[src/rtl/ram_port_arbiter_if.sv]
// Signal bundle between the CPU, the video fetch port, the RAM macro and the arbiter.
// The arbiter uses the slave view; the environment driving it uses the master view.
interface ram_port_arbiter_if #(
  parameter int DATA_W = 16,
  parameter int ADDR_W = 9
);
  logic              cpu_req;
  logic              cpu_we;
  logic [ADDR_W-1:0] cpu_addr;
  logic [DATA_W-1:0] cpu_wdata;
  logic              cpu_stall;
  logic [DATA_W-1:0] cpu_rdata;
  logic              cpu_rvalid;
  logic              vid_req;
  logic [ADDR_W-1:0] vid_addr;
  logic              vid_gnt;
  logic [DATA_W-1:0] vid_rdata;
  logic              vid_rvalid;
  logic [ADDR_W-1:0] ram_addr;
  logic              ram_we;
  logic [DATA_W-1:0] ram_wdata;
  logic [DATA_W-1:0] ram_rdata;

  modport slave (
    input  cpu_req, cpu_we, cpu_addr, cpu_wdata,
    output cpu_stall, cpu_rdata, cpu_rvalid,
    input  vid_req, vid_addr,
    output vid_gnt, vid_rdata, vid_rvalid,
    output ram_addr, ram_we, ram_wdata,
    input  ram_rdata
  );

  modport master (
    output cpu_req, cpu_we, cpu_addr, cpu_wdata,
    input  cpu_stall, cpu_rdata, cpu_rvalid,
    output vid_req, vid_addr,
    input  vid_gnt, vid_rdata, vid_rvalid,
    input  ram_addr, ram_we, ram_wdata,
    output ram_rdata
  );
endinterface

[src/rtl/ram_port_arbiter.sv]
// Single-port RAM arbiter: the CPU has priority, but a video request denied STARVE_MAX
// cycles in a row is forced through for one cycle while the CPU is stalled.
module ram_port_arbiter #(
  parameter int STARVE_MAX = 4
) (
  input  logic                clock,
  input  logic                reset_n,
  ram_port_arbiter_if.slave   arb_io
);

  localparam int CNT_W = $clog2(STARVE_MAX + 1);
  localparam logic [CNT_W-1:0] CNT_MAX = CNT_W'(STARVE_MAX);

  typedef enum logic [1:0] {
    RET_NONE = 2'd0,
    RET_CPU  = 2'd1,
    RET_VID  = 2'd2
  } ret_e;

  ret_e             ret_q;
  ret_e             ret_d;
  logic [CNT_W-1:0] cnt_q;
  logic [CNT_W-1:0] cnt_d;
  logic             force_s;
  logic             cpu_own_s;
  logic             vid_own_s;

  // Per-cycle ownership of the RAM port
  always_comb begin
    force_s   = 1'b0;
    cpu_own_s = 1'b0;
    vid_own_s = 1'b0;
    force_s   = arb_io.vid_req && (cnt_q == CNT_MAX);
    if (force_s) begin
      vid_own_s = 1'b1;
    end else if (arb_io.cpu_req) begin
      cpu_own_s = 1'b1;
    end else if (arb_io.vid_req) begin
      vid_own_s = 1'b1;
    end else begin
      cpu_own_s = 1'b0;
      vid_own_s = 1'b0;
    end
  end

  // Starvation counter and return-tag next state
  always_comb begin
    cnt_d = cnt_q;
    ret_d = RET_NONE;
    if (!arb_io.vid_req || vid_own_s) begin
      cnt_d = {CNT_W{1'b0}};
    end else if (cnt_q != CNT_MAX) begin
      cnt_d = cnt_q + 1'b1;
    end else begin
      cnt_d = cnt_q;
    end
    // A CPU write produces no return, so the tag stays NONE for it
    if (cpu_own_s && !arb_io.cpu_we) begin
      ret_d = RET_CPU;
    end else if (vid_own_s) begin
      ret_d = RET_VID;
    end else begin
      ret_d = RET_NONE;
    end
  end

  // State registers; reset drops any return still in flight
  always_ff @(posedge clock or negedge reset_n) begin
    if (!reset_n) begin
      cnt_q <= {CNT_W{1'b0}};
      ret_q <= RET_NONE;
    end else begin
      cnt_q <= cnt_d;
      ret_q <= ret_d;
    end
  end

  assign arb_io.cpu_stall  = force_s && arb_io.cpu_req;
  assign arb_io.vid_gnt    = vid_own_s;
  assign arb_io.ram_we     = cpu_own_s && arb_io.cpu_we;
  assign arb_io.ram_addr   = vid_own_s ? arb_io.vid_addr : arb_io.cpu_addr;
  assign arb_io.ram_wdata  = arb_io.cpu_wdata;
  assign arb_io.cpu_rdata  = arb_io.ram_rdata;
  assign arb_io.vid_rdata  = arb_io.ram_rdata;
  assign arb_io.cpu_rvalid = (ret_q == RET_CPU);
  assign arb_io.vid_rvalid = (ret_q == RET_VID);

endmodule
[src/flat_wrapper.sv]
// flat-port wrapper written by rule: the top's interface ports become plain ports
module ram_port_arbiter_flat 
#(
  parameter int STARVE_MAX = 4
)
  (clock, reset_n, arb_io_cpu_req, arb_io_cpu_we, arb_io_cpu_addr, arb_io_cpu_wdata, arb_io_cpu_stall, arb_io_cpu_rdata, arb_io_cpu_rvalid, arb_io_vid_req, arb_io_vid_addr, arb_io_vid_gnt, arb_io_vid_rdata, arb_io_vid_rvalid, arb_io_ram_addr, arb_io_ram_we, arb_io_ram_wdata, arb_io_ram_rdata);
  ram_port_arbiter_if arb_io_i ();
  input  logic clock;
  input  logic reset_n;
  input wire logic [$bits(arb_io_i.cpu_req)-1:0] arb_io_cpu_req;
  input wire logic [$bits(arb_io_i.cpu_we)-1:0] arb_io_cpu_we;
  input wire logic [$bits(arb_io_i.cpu_addr)-1:0] arb_io_cpu_addr;
  input wire logic [$bits(arb_io_i.cpu_wdata)-1:0] arb_io_cpu_wdata;
  output wire logic [$bits(arb_io_i.cpu_stall)-1:0] arb_io_cpu_stall;
  output wire logic [$bits(arb_io_i.cpu_rdata)-1:0] arb_io_cpu_rdata;
  output wire logic [$bits(arb_io_i.cpu_rvalid)-1:0] arb_io_cpu_rvalid;
  input wire logic [$bits(arb_io_i.vid_req)-1:0] arb_io_vid_req;
  input wire logic [$bits(arb_io_i.vid_addr)-1:0] arb_io_vid_addr;
  output wire logic [$bits(arb_io_i.vid_gnt)-1:0] arb_io_vid_gnt;
  output wire logic [$bits(arb_io_i.vid_rdata)-1:0] arb_io_vid_rdata;
  output wire logic [$bits(arb_io_i.vid_rvalid)-1:0] arb_io_vid_rvalid;
  output wire logic [$bits(arb_io_i.ram_addr)-1:0] arb_io_ram_addr;
  output wire logic [$bits(arb_io_i.ram_we)-1:0] arb_io_ram_we;
  output wire logic [$bits(arb_io_i.ram_wdata)-1:0] arb_io_ram_wdata;
  input wire logic [$bits(arb_io_i.ram_rdata)-1:0] arb_io_ram_rdata;
  assign arb_io_i.cpu_req = arb_io_cpu_req;
  assign arb_io_i.cpu_we = arb_io_cpu_we;
  assign arb_io_i.cpu_addr = arb_io_cpu_addr;
  assign arb_io_i.cpu_wdata = arb_io_cpu_wdata;
  assign arb_io_cpu_stall = arb_io_i.cpu_stall;
  assign arb_io_cpu_rdata = arb_io_i.cpu_rdata;
  assign arb_io_cpu_rvalid = arb_io_i.cpu_rvalid;
  assign arb_io_i.vid_req = arb_io_vid_req;
  assign arb_io_i.vid_addr = arb_io_vid_addr;
  assign arb_io_vid_gnt = arb_io_i.vid_gnt;
  assign arb_io_vid_rdata = arb_io_i.vid_rdata;
  assign arb_io_vid_rvalid = arb_io_i.vid_rvalid;
  assign arb_io_ram_addr = arb_io_i.ram_addr;
  assign arb_io_ram_we = arb_io_i.ram_we;
  assign arb_io_ram_wdata = arb_io_i.ram_wdata;
  assign arb_io_i.ram_rdata = arb_io_ram_rdata;
  ram_port_arbiter #(.STARVE_MAX(STARVE_MAX)) u_core (.clock(clock), .reset_n(reset_n), .arb_io(arb_io_i));
endmodule
[config.mk]
export PLATFORM = sky130hd
export DESIGN_NAME = ram_port_arbiter_flat
export DESIGN_NICKNAME = d
export VERILOG_FILES = /design/src/rtl/ram_port_arbiter_if.sv /design/src/rtl/ram_port_arbiter.sv /design/src/flat_wrapper.sv
export SDC_FILE = /design/constraint.sdc
export NUM_CORES = 1
export LEC_CHECK = 0
export ABC_AREA = 1
export BUFFER_PORTS_ARGS = -buffer_cell sky130_fd_sc_hd__buf_4
export CAP_MARGIN = 10
export CORE_ASPECT_RATIO = 1.1
export CORE_MARGIN = 2
export CORE_UTILIZATION = 31
export DETAILED_ROUTE_END_ITERATION = 16
export PLACE_DENSITY_LB_ADDON = 0.3
export SETUP_SLACK_MARGIN = 0.15
export SYNTH_ARGS = -nofsm -noshare
export SYNTH_HDL_FRONTEND = slang
export SYNTH_SLANG_ARGS = --single-unit
[constraint.sdc]
create_clock -name clock -period 2.2 [get_ports clock]
set_clock_uncertainty 0.2 [all_clocks]
set_input_delay 0.33 -clock clock [delete_from_list [all_inputs] [get_ports clock]]
set_output_delay 0.33 -clock clock [all_outputs]
set_load 0.05 [all_outputs]
* After elaboration in Yosys (flattened, before gate mapping)
Cells that the tools add are included.
Word-level totals: bits of input ports 55, bits in registers 5, word-level logic and storage cells 25, output and inout bits 62
Cells by class: add/sub/neg operators 1, multiplexer cells 10, equality and inequality tests 4, reduce and logical (&&, ||, !) cells 8
Operators with widths (count):
- two-way mux 9 bit | 1
- two-way mux 3 bit | 2
- two-way mux 1 bit | 5
- logical AND 1 bit | 4
- two-way mux 2 bit | 2
- adder 3 x 1 -> 3 bit, second input constant | 1
- equality test 3 bit, second input constant | 1
- != test 3 bit, second input constant | 1
- equality test 2 x 1 -> 1 bit, second input constant | 1
- equality test 2 bit, second input constant | 1
- logical NOT 1 bit | 2
- nonzero test 2 bit | 1
- logical OR 1 bit | 1

* Longest topological paths before layout
word-level depth 5, mapped depth 6, depth with buffers taken out 6

* Worst setup path before layout
No wires, ideal clock.
kind register -> output, start reg u_core.cnt_q[0], end out arb_io_cpu_stall, slack 0.174 ns, arrival 1.496 ns, data required time 1.670 ns, cell stages (with the launch flop) 6, path buffers 1, cells stage by stage dfrtp_1 inv_1 ha_1 nand3_2 buf_6 nor2_1
Between the ends: cells in the longest elaborated chain, start to end 3
Ends and longest elaborated chain:
- from (decl) | RTL line ram_port_arbiter.sv:22 | logic [CNT_W-1:0] cnt_q;
- from (signal assigned) | RTL line ram_port_arbiter.sv:70 | cnt_q <= {CNT_W{1'b0}};
- from (signal assigned) | RTL line ram_port_arbiter.sv:73 | cnt_q <= cnt_d;
- equality test 3 bit | RTL line ram_port_arbiter.sv:33 | force_s = arb_io.vid_req && (cnt_q == CNT_MAX);
- logical AND 1 bit | RTL line ram_port_arbiter.sv:33
- logical AND 1 bit | RTL line ram_port_arbiter.sv:78 | assign arb_io.cpu_stall = force_s && arb_io.cpu_req;
- to (decl) | RTL line flat_wrapper.sv:14 | output wire logic [$bits(arb_io_i.cpu_stall)-1:0] arb_io_cpu_stall;
Every way passes these cells.

* Worst setup path in the final report
start reg u_core.cnt_q[0], end out arb_io_ram_addr[0]
Between the ends: cells in the longest elaborated chain, start to end 4
Ends and longest elaborated chain:
- equality test 3 bit | RTL line ram_port_arbiter.sv:33
- logical AND 1 bit | RTL line ram_port_arbiter.sv:33
- two-way mux 1 bit | RTL line ram_port_arbiter.sv:34 | if (force_s) begin
- two-way mux 9 bit | RTL line ram_port_arbiter.sv:81 | assign arb_io.ram_addr = vid_own_s ? arb_io.vid_addr : arb_io.cpu_addr;
- to (decl) | RTL line flat_wrapper.sv:22 | output wire logic [$bits(arb_io_i.ram_addr)-1:0] arb_io_ram_addr;
Every way passes these cells.

==> metrics <==
mapped cell area=739 µm²; die width=50.6 µm; Avg WL per Cell=12.3 µm; Worst setup SP type=register; Critical Path RT=around 1700 ps; Synth cell types=11; # rows=18; synth warn=0; Layout Utilization=0.358; CP max FO=8; slew margin rel.=0.849; DR DRC count=0; Gate power share=0.458; slowest stage cell, crit path=dfrtp_1; Arrival @ worst endpoint=~1500 ps; Pleak=0.455 nW; Psw=~0.00014 W; clk sinks=5; via count=562; Sw Ratio=0.380; Area Overhead vs Synth=8.97%; Die Y-Extent=55.2 µm; Synth Instances=106; RSZ-0062 raised after global routing=no; final setup TNS=0 ps; initial antenna violation count=0; count leader, synth=buf_4; fin worst setup slack=around 220 ps; Inst Count DP=approximately 120; pre-CTS WS=216 ps; TritonCTS Buffers=3; vias in the first global route=539; Buf/Inv on CP=3; Power Internal=~0.00023 W; vias per cell=4.26; Worst Reg-to-Reg Cells=6; Antenna Violating Nets Remaining=0; Synth top cells by count=buf_4 (49), nand2_1 (21), nand3_1 (10), nor2_1 (8), inv_1 (7); fmax=approximately 510 MHz; Worst Hold Class=input port to register; CP endpoint kind=primary output; core area=2250 µm²; CP Cell Sequence=inv_2 -> ha_4 -> nand3_4 -> buf_12 -> nand3_1 -> nand2_1 -> buf_4; flops & latches, synth=5; Critical Path Stages=7; Final Hold Fails=0; sequential fraction of the synthesis area=0.169; share of layout cells above drive strength 1=0.480; Clock Power Share=0.282; Net count, final=160; worst skew pair latency=between 200 and 250 ps; PD cells=469 nW/µm²; Worst R2R Start=u_core.cnt_q[0]; antenna cells=0; Synth top area share=0.497; GPL Wtd Cong=about 0.69; Peak VDD IR=0.161 mV; Most used DFF post-synth=dfrtp_1; Syn Nets=163; cell family with most CP delay=buffers and inverters; Starting DRT DRC Count=4; Worst Tran Pin Value=226 ps; maximum capacitance violations=0; final wirelength=1.62 mm; CTS Buffer Depth=2; final setup fails=0; Finished Layout Cells=132; syn avg cell area=6.98 µm²; CTS root buf=clkbuf_4; Post-DP HPWL=about 1.3 mm; Setup crit end=arb_io_ram_addr[0]; CTS tree=built; critical path class=register to primary output; largest net degree at the start of global routing=11; R2R setup slack=860 ps; starting density of the core=0.328; Critical R2R Capture=u_core.ret_q[0]; global-route wire length before repair=2.46 mm; CP max stage delay=400 ps; H-tree Lvls=1; clock slew at reported path FFs=50 ps; Tcrit/Tclk final=0.900; max-slew violation count=0; Synth area leaders=buf_4 (50%), dfrtp_1 (17%), nand2_1 (11%); GRT overflow=0; FFs w/ async S/R, synth=1.00; All-Layer GR Usage=0.116; number of synthesized flops with an enable pin=0; die area=2790 µm²; I/O Buffers=36; Tmin final=1980 ps; Worst Setup SP=u_core.cnt_q[0]; biggest area consumer among synthesized cells=buf_4; # IOs=roughly 120; sequential fraction of design power=0.261; First-pass DRT Iterations=2; status=complete, no violations
sequential cells by signal, summed over array words and instances, names as in the netlist:
register      flops
u_core.cnt_q      3
u_core.ret_q      2
how the worst min path moves through the flow:
stage | startpoint | to | slack (ps) | depth (start not counted)
global route | arb_io_cpu_we | u_core.ret_q[0] | 50 | 2
global placement | reset_n | u_core.cnt_q[2] | -60 | 1
finish | arb_io_cpu_we | u_core.ret_q[0] | 50 | 2
CTS | arb_io_cpu_we | u_core.ret_q[0] | 40 | 2
floorplan | reset_n | u_core.cnt_q[0] | -170 | 0
detailed placement | reset_n | u_core.cnt_q[2] | -60 | 1
layout by cell type (no fill, tap or decap):
master	n
nand2_1	21
ha_1	1
nand3_1	10
nor2_1	8
inv_2	2
buf_4	33
dfrtp_1	5
nand2_4	2
nand3_4	1
clkbuf_1	1
buf_6	6
ha_4	1
buf_12	1
xnor2_1	1
inv_1	5
clkbuf_4	3
dlygate4sd3_1	1
through the flow:
step	hold WS, ps	cell area (µm²)	power [W]
2_1_floorplan	-166	739	0.000427
3_3_place_gp	-63.8	676	0.000258
5_1_grt	53.5	806	0.000402
3_5_place_dp	-62.2	676	0.000260
4_1_cts	42.7	761	0.000377
6_report	54.3	806	0.000378
area by class of cell:
| class | instances | area (µm²) |
|---|---|---|
| fillers | 257 | 1450 |
| flip-flops and latches | 5 | 125 |
| repair buffers | 41 | 345 |
| multi-input cells | 45 | 245 |
| well taps | 30 | 37.5 |
| clock buffers | 4 | 26.3 |
| inverters | 7 | 26.3 |
routing by layer:
layer,global-route usage,wire length (µm),up-vias
met5,0,0,-
met1,0.109,513,228
met4,0.0695,16,0
met2,0.182,769,60
met3,0.0811,322,6
li1,-,-,268
power groups by stage:
| stage | Combinational, W | Sequential [W] | Clock [W] |
|---|---|---|---|
| after floorplan | 0.000328 | 0.0000991 | 0 |
| after global placement | 0.000159 | 0.0000992 | 0 |
| after detailed placement | 0.000160 | 0.0000995 | 0 |
| after CTS | 0.000165 | 0.0000981 | 0.000113 |
| after global routing | 0.000185 | 0.0000987 | 0.000118 |
| final | 0.000173 | 0.0000985 | 0.000106 |
timing repair:
item | CTS | global route
cloned | 1 | 0
setup endpoints to repair | 12 | 10
pin swaps | 2 | 1
setup buffers | 2 | 1
hold endpoints to repair | 5 | 0
gates resized for setup | 3 | 10
hold buffers | 1 | 0
logic make-up (layout without fill, tap and decap cells):
group,after synthesis,count (layout),synth area share
adders and majority gates,2,2,0.0338
DFF,5,5,0.169
buffers and inverters,57,52,0.548
and+or+nand+nor,41,42,0.237
xor gates and xnor gates,1,1,0.0118
No activity file was read; power rests on OpenSTA's default activity.
